**src/rtl/lifo_arbiter.sv**
```systemverilog
// Two-requester round-robin front end for an external LIFO stack.
// Grants one push/pop per cycle, answers each transfer one cycle later and tracks occupancy.
module lifo_arbiter #(
  parameter int WIDTH = 8,
  parameter int DEPTH = 8
) (
  input  logic                           clk,
  input  logic                           rstn,
  input  logic                           req0_valid,
  input  logic                           req0_op,
  input  logic [WIDTH-1:0]               req0_data,
  output logic                           req0_ready,
  input  logic                           req1_valid,
  input  logic                           req1_op,
  input  logic [WIDTH-1:0]               req1_data,
  output logic                           req1_ready,
  output logic                           rsp0_valid,
  output logic                           rsp0_err,
  output logic                           rsp1_valid,
  output logic                           rsp1_err,
  output logic [WIDTH-1:0]               rsp_data,
  output logic                           lifo_push,
  output logic                           lifo_pop,
  output logic [WIDTH-1:0]               lifo_din,
  input  logic                           lifo_empty,
  input  logic                           lifo_full,
  input  logic [WIDTH-1:0]               lifo_dout,
  output logic [$clog2(DEPTH+1)-1:0]     occupancy
);

  localparam int OCC_W = $clog2(DEPTH+1);
  localparam logic [OCC_W-1:0] OCC_ONE = OCC_W'(1);

  logic             last_grant_q, last_grant_d;
  logic             rsp0_valid_q, rsp0_valid_d;
  logic             rsp0_err_q, rsp0_err_d;
  logic             rsp1_valid_q, rsp1_valid_d;
  logic             rsp1_err_q, rsp1_err_d;
  logic             pop_rsp_q, pop_rsp_d;
  logic [OCC_W-1:0] occ_q, occ_d;

  logic             grant0, grant1, xfer, sel_op, push_ok, pop_ok, op_err;
  logic [WIDTH-1:0] sel_data;

  always_comb begin
    // Grants are held off while in reset so nothing reaches the stack.
    grant0   = rstn & req0_valid & (~req1_valid | last_grant_q);
    grant1   = rstn & req1_valid & (~req0_valid | ~last_grant_q);
    xfer     = grant0 | grant1;
    sel_op   = grant0 ? req0_op : req1_op;
    sel_data = grant0 ? req0_data : req1_data;
    push_ok  = xfer & sel_op & ~lifo_full;
    pop_ok   = xfer & ~sel_op & ~lifo_empty;
    op_err   = xfer & ~(push_ok | pop_ok);

    last_grant_d = xfer ? grant1 : last_grant_q;
    rsp0_valid_d = grant0;
    rsp0_err_d   = grant0 & op_err;
    rsp1_valid_d = grant1;
    rsp1_err_d   = grant1 & op_err;
    pop_rsp_d    = pop_ok;

    occ_d = occ_q;
    if (push_ok) begin
      occ_d = occ_q + OCC_ONE;
    end else if (pop_ok) begin
      occ_d = occ_q - OCC_ONE;
    end
  end

  always_ff @(posedge clk or negedge rstn) begin
    if (!rstn) begin
      last_grant_q <= 1'b1;
      rsp0_valid_q <= 1'b0;
      rsp0_err_q   <= 1'b0;
      rsp1_valid_q <= 1'b0;
      rsp1_err_q   <= 1'b0;
      pop_rsp_q    <= 1'b0;
      occ_q        <= '0;
    end else begin
      last_grant_q <= last_grant_d;
      rsp0_valid_q <= rsp0_valid_d;
      rsp0_err_q   <= rsp0_err_d;
      rsp1_valid_q <= rsp1_valid_d;
      rsp1_err_q   <= rsp1_err_d;
      pop_rsp_q    <= pop_rsp_d;
      occ_q        <= occ_d;
    end
  end

  assign req0_ready = grant0;
  assign req1_ready = grant1;
  assign lifo_push  = push_ok;
  assign lifo_pop   = pop_ok;
  assign lifo_din   = push_ok ? sel_data : '0;
  assign rsp0_valid = rsp0_valid_q;
  assign rsp0_err   = rsp0_err_q;
  assign rsp1_valid = rsp1_valid_q;
  assign rsp1_err   = rsp1_err_q;
  // The stack presents the popped word on lifo_dout in the cycle after the pop.
  assign rsp_data   = (rstn & pop_rsp_q) ? lifo_dout : '0;
  assign occupancy  = occ_q;

endmodule

```
**config.mk**
```make
export PLATFORM = sky130hd
export DESIGN_NAME = lifo_arbiter
export DESIGN_NICKNAME = d
export VERILOG_FILES = /design/src/rtl/lifo_arbiter.sv
export SDC_FILE = /design/constraint.sdc
export NUM_CORES = 1
export LEC_CHECK = 0
export ABC_AREA = 1
export BUFFER_PORTS_ARGS = -buffer_cell sky130_fd_sc_hd__buf_2
export CORE_MARGIN = 2
export CORE_UTILIZATION = 38
export DETAILED_ROUTE_END_ITERATION = 16
export PLACE_DENSITY = 0.84
export SKIP_LAST_GASP = 1
export SLEW_MARGIN = 20
export SYNTH_ARGS = -nofsm -noshare
export SYNTH_HDL_FRONTEND = slang
export SYNTH_SLANG_ARGS = --single-unit
export TNS_END_PERCENT = 100
```
**constraint.sdc**
```tcl
create_clock -name clk -period 2.71 [get_ports clk]
set_input_delay 0.813 -clock clk [delete_from_list [all_inputs] [get_ports clk]]
set_output_delay 0.813 -clock clk [all_outputs]
set_load 0.005 [all_outputs]
```
==> Flow_metrics.wiki <==
{| class="wikitable"
! Metric !! Value
|-
| Status || complete, no violations
|-
| Critical path launch point || rstn
|-
| Core Box Area || between 1500 and 2000 sq um
|-
| Gates resized, CTS repair || 0
|-
| Vias per Instance || between 4 and 5
|-
| Number of antenna violations at the first check in global routing || 0
|-
| Yosys warning count || 0
|-
| Final setup violating endpoints || 0
|-
| Area enclosed by the die boundary || roughly 2400 sq um
|-
| Syn_area_per_cell || ~7 sq um
|-
| Hold Worst Slack || 0.3415 ns
|-
| FF-to-FF Start || last_grant_q$_DFFE_PN1N_
|-
| Die Span X || ~49 um
|-
| Hold Violations, Final || 0
|-
| Maximum number of pins on one net before global-route repair || 15
|-
| Via count of the first global-routing pass || approximately 800
|-
| Path class of the lowest-slack min-delay path || in -> async
|-
| Leading cell type in the layout, fill and taps excluded || sky130_fd_sc_hd__buf_2
|-
| Area growth from synthesis to layout || 50.50%
|-
| Post-synthesis instance area || ~750 sq um
|-
| Aggregate negative setup slack || 0 ns
|-
| Final HPWL DP || 1656 um
|-
| Cell with the largest stage delay on the worst path || sky130_fd_sc_hd__nand3_4
|-
| Pwr dens || ~520 nW/um^2
|-
| Fmax || roughly 0.38 GHz
|-
| Global routing usage summed across all routing layers || a little under a fifth
|-
| Transition time at the pin with the least slew margin || ~0.24 ns
|-
| I/O pin total || 60
|-
| Row count || 16
|-
| ANT cells || 0
|-
| Clock root cell || sky130_fd_sc_hd__clkbuf_4
|-
| Clock buffers created by TritonCTS || 3
|-
| Clock period minus final worst setup slack || 2.607 ns
|-
| Skew-Pair Late Insertion Delay || about 0.26 ns
|-
| Crit path arrival time || ~1.8 ns
|-
| Crit-path max cell delay || roughly 0.20 ns
|-
| Number of iterations in the first detailed-routing pass || 3
|-
| Static leakage || between 0.7 and 0.8 nW
|-
| Type of element capturing the critical path || output pin
|-
| Kind of start point of the critical path || primary input
|-
| Vias post-DR || roughly 900
|-
| Unrepaired setup endpoints after global routing || false
|-
| Type of the worst setup path || in -> out
|-
| Fin Clk Skew || around 0.0012 ns
|-
| Total of max-cap violations || 0
|-
| Fraction of synthesized cell area taken by the top area cell type || between 20% and 30%
|-
| Mean routed wirelength per cell || approximately 10 um
|-
| Number of different library cells in the post-synthesis netlist || 17
|-
| Top cell type by total area after synthesis || sky130_fd_sc_hd__dfrtp_1
|-
| DRC errors left || 0
|-
| Layout cells sized above 1 || just under 50%
|-
| Buffers from clock root to sink, at most || 2
|-
| Global-route wire length before repair || 3325 um
|-
| Required time of the critical path || between 1.5 and 2 ns
|-
| Final critical-path share of the clock period || a little over nine tenths
|-
| Initial DRC count || 3
|-
| Maximum VDD drop || around 0.22 mV
|-
| Net count of the finished layout || between 200 and 250
|-
| Number of clock sinks || 10
|-
| Highest net fanout along the worst path || 14
|-
| Fill cell count || ~190
|-
| Total overflow reported by the global router || 0
|-
| Post-synth net total || 142
|-
| Buffers added on ports || slightly below 60
|-
| Weighted congestion at the end of routability-driven global placement || around 0.84
|-
| Cell-by-cell listing of the critical path || buf_2 > nand2_1 > inv_2 > nand2_2 > nand2_2 > nand3_4 > a21oi_2 > buf_2
|-
| Number of levels the H-tree was split into || 1
|-
| Buffer and inverter count on the worst path || 3
|-
| Share of synthesized area occupied by flip-flops and latches || 33.39%
|-
| Delay-heaviest family, CP || simple AND/OR/NAND/NOR gates
|-
| Synth Instances || 107
|-
| Worst relative slew slack || about 84%
|-
| Clock transition at the register clock pins on the worst setup and hold paths after CTS || 0.07 ns
|-
| CTS tree || done
|-
| Final count of pins violating max slew || 0
|-
| Leading cell types by total area after synthesis || sky130_fd_sc_hd__dfrtp_1, sky130_fd_sc_hd__nand2_1, sky130_fd_sc_hd__a21oi_2
|-
| Final WL || around 2000 um
|-
| Highest-count cells in the layout ignoring fill and taps || sky130_fd_sc_hd__buf_2, sky130_fd_sc_hd__nand2_1, sky130_fd_sc_hd__inv_1, sky130_fd_sc_hd__nor2_1
|-
| Number of routed nets with antenna violations || 0
|-
| Height of the die || 48.52 um
|-
| Register bit count reported by yosys || 10
|-
| Initial cell density of the core || ~39%
|}
registers in the layout, summed over array words and instances (netlist names):
register,flops
last_grant_q,1
occupancy,4
pop_rsp_q,1
rsp0_err,1
rsp0_valid,1
rsp1_err,1
rsp1_valid,1
through the flow:
step / instances / cell area (sq um) / utilization (%) / power (mW) / worst slack, ns
floorplan: 107 / 753.2 / - / 0.3660 / 0.4092
global placement: 194 / 1082 / 56.32 / 0.4490 / 0.1727
detailed placement: 194 / 1082 / 56.32 / 0.4656 / 0.1128
CTS: 198 / 1119 / 58.20 / 0.6002 / 0.1054
global route: 200 / 1134 / 58.98 / 0.6473 / 0.002677
finish: 200 / 1134 / 58.98 / 0.5939 / 0.1028
final timing paths:
check	endpoint	slack [ns]	depth (start not counted)
worst max register to register	occupancy[3]$_DFFE_PN0P_	0.43	15
worst min-delay path	rsp0_valid$_DFF_PN0_	0.34	1
worst min register to register	occupancy[3]$_DFFE_PN0P_	0.50	2
max in group asynchronous	last_grant_q$_DFFE_PN1N_	1.96	2
min in group clk	occupancy[3]$_DFFE_PN0P_	0.50	2
worst max-delay path	lifo_din[0]	0.10	8
metal layers:
layer / GRT usage (%) / vias up / share of wire [%]
li1: - / 460 / -
met2: 32.41 / 51 / 48
met3: 4.012 / 4 / 10
met1: 19.49 / 381 / 39
met4: 10.00 / 0 / 2.1
met5: 0 / - / 0
layout make-up:
| cell class | instances | area (sq um) | area share [%] |
|---|---|---|---|
| sequential | 10 | 251.5 | 22.19 |
| inverter | 19 | 71.32 | 6.291 |
| timing repair buffer | 64 | 332.8 | 29.36 |
| multi-input combinational | 76 | 407.9 | 35.98 |
| tap | 27 | 33.78 | 2.980 |
| clock buffer | 4 | 36.28 | 3.201 |
where the power goes:
part	switching [mW]	total, mW	leakage (nW)	internal [mW]
clock	0.0518	0.133	0.0210	0.0816
combinational	0.131	0.245	0.580	0.114
sequential	0.0306	0.216	0.127	0.185
total	0.213	0.594	0.728	0.380
Yosys cell counts:
library cell                n
sky130_fd_sc_hd__a21oi_1    1
sky130_fd_sc_hd__a21oi_2    9
sky130_fd_sc_hd__buf_6      2
sky130_fd_sc_hd__dfrtp_1    9
sky130_fd_sc_hd__dfstp_2    1
sky130_fd_sc_hd__fa_1       1
sky130_fd_sc_hd__ha_1       2
sky130_fd_sc_hd__inv_1     17
sky130_fd_sc_hd__inv_2      2
sky130_fd_sc_hd__nand2_1   35
sky130_fd_sc_hd__nand2_2    4
sky130_fd_sc_hd__nand3_1    6
sky130_fd_sc_hd__nand3_4    1
sky130_fd_sc_hd__nand3b_1   1
sky130_fd_sc_hd__nor2_1    13
sky130_fd_sc_hd__o21ai_0    2
sky130_fd_sc_hd__xor2_1     1
logic make-up after synthesis:
| family | share of synthesized area, % |
|---|---|
| buf+inv | 12.46 |
| flops | 33.39 |
| compound gates | 12.46 |
| xor+xnor | 1.163 |
| fa+ha+maj | 5.980 |
| simple gates | 34.55 |
repair_timing:
| action | 4_1_cts | 5_1_grt |
|---|---|---|
| hold buffers | 0 | 0 |
| setup buffers | 0 | 2 |
| endpoints found under the setup margin | 0 | 1 |
Note: power is estimated with default switching activity, not from simulation.
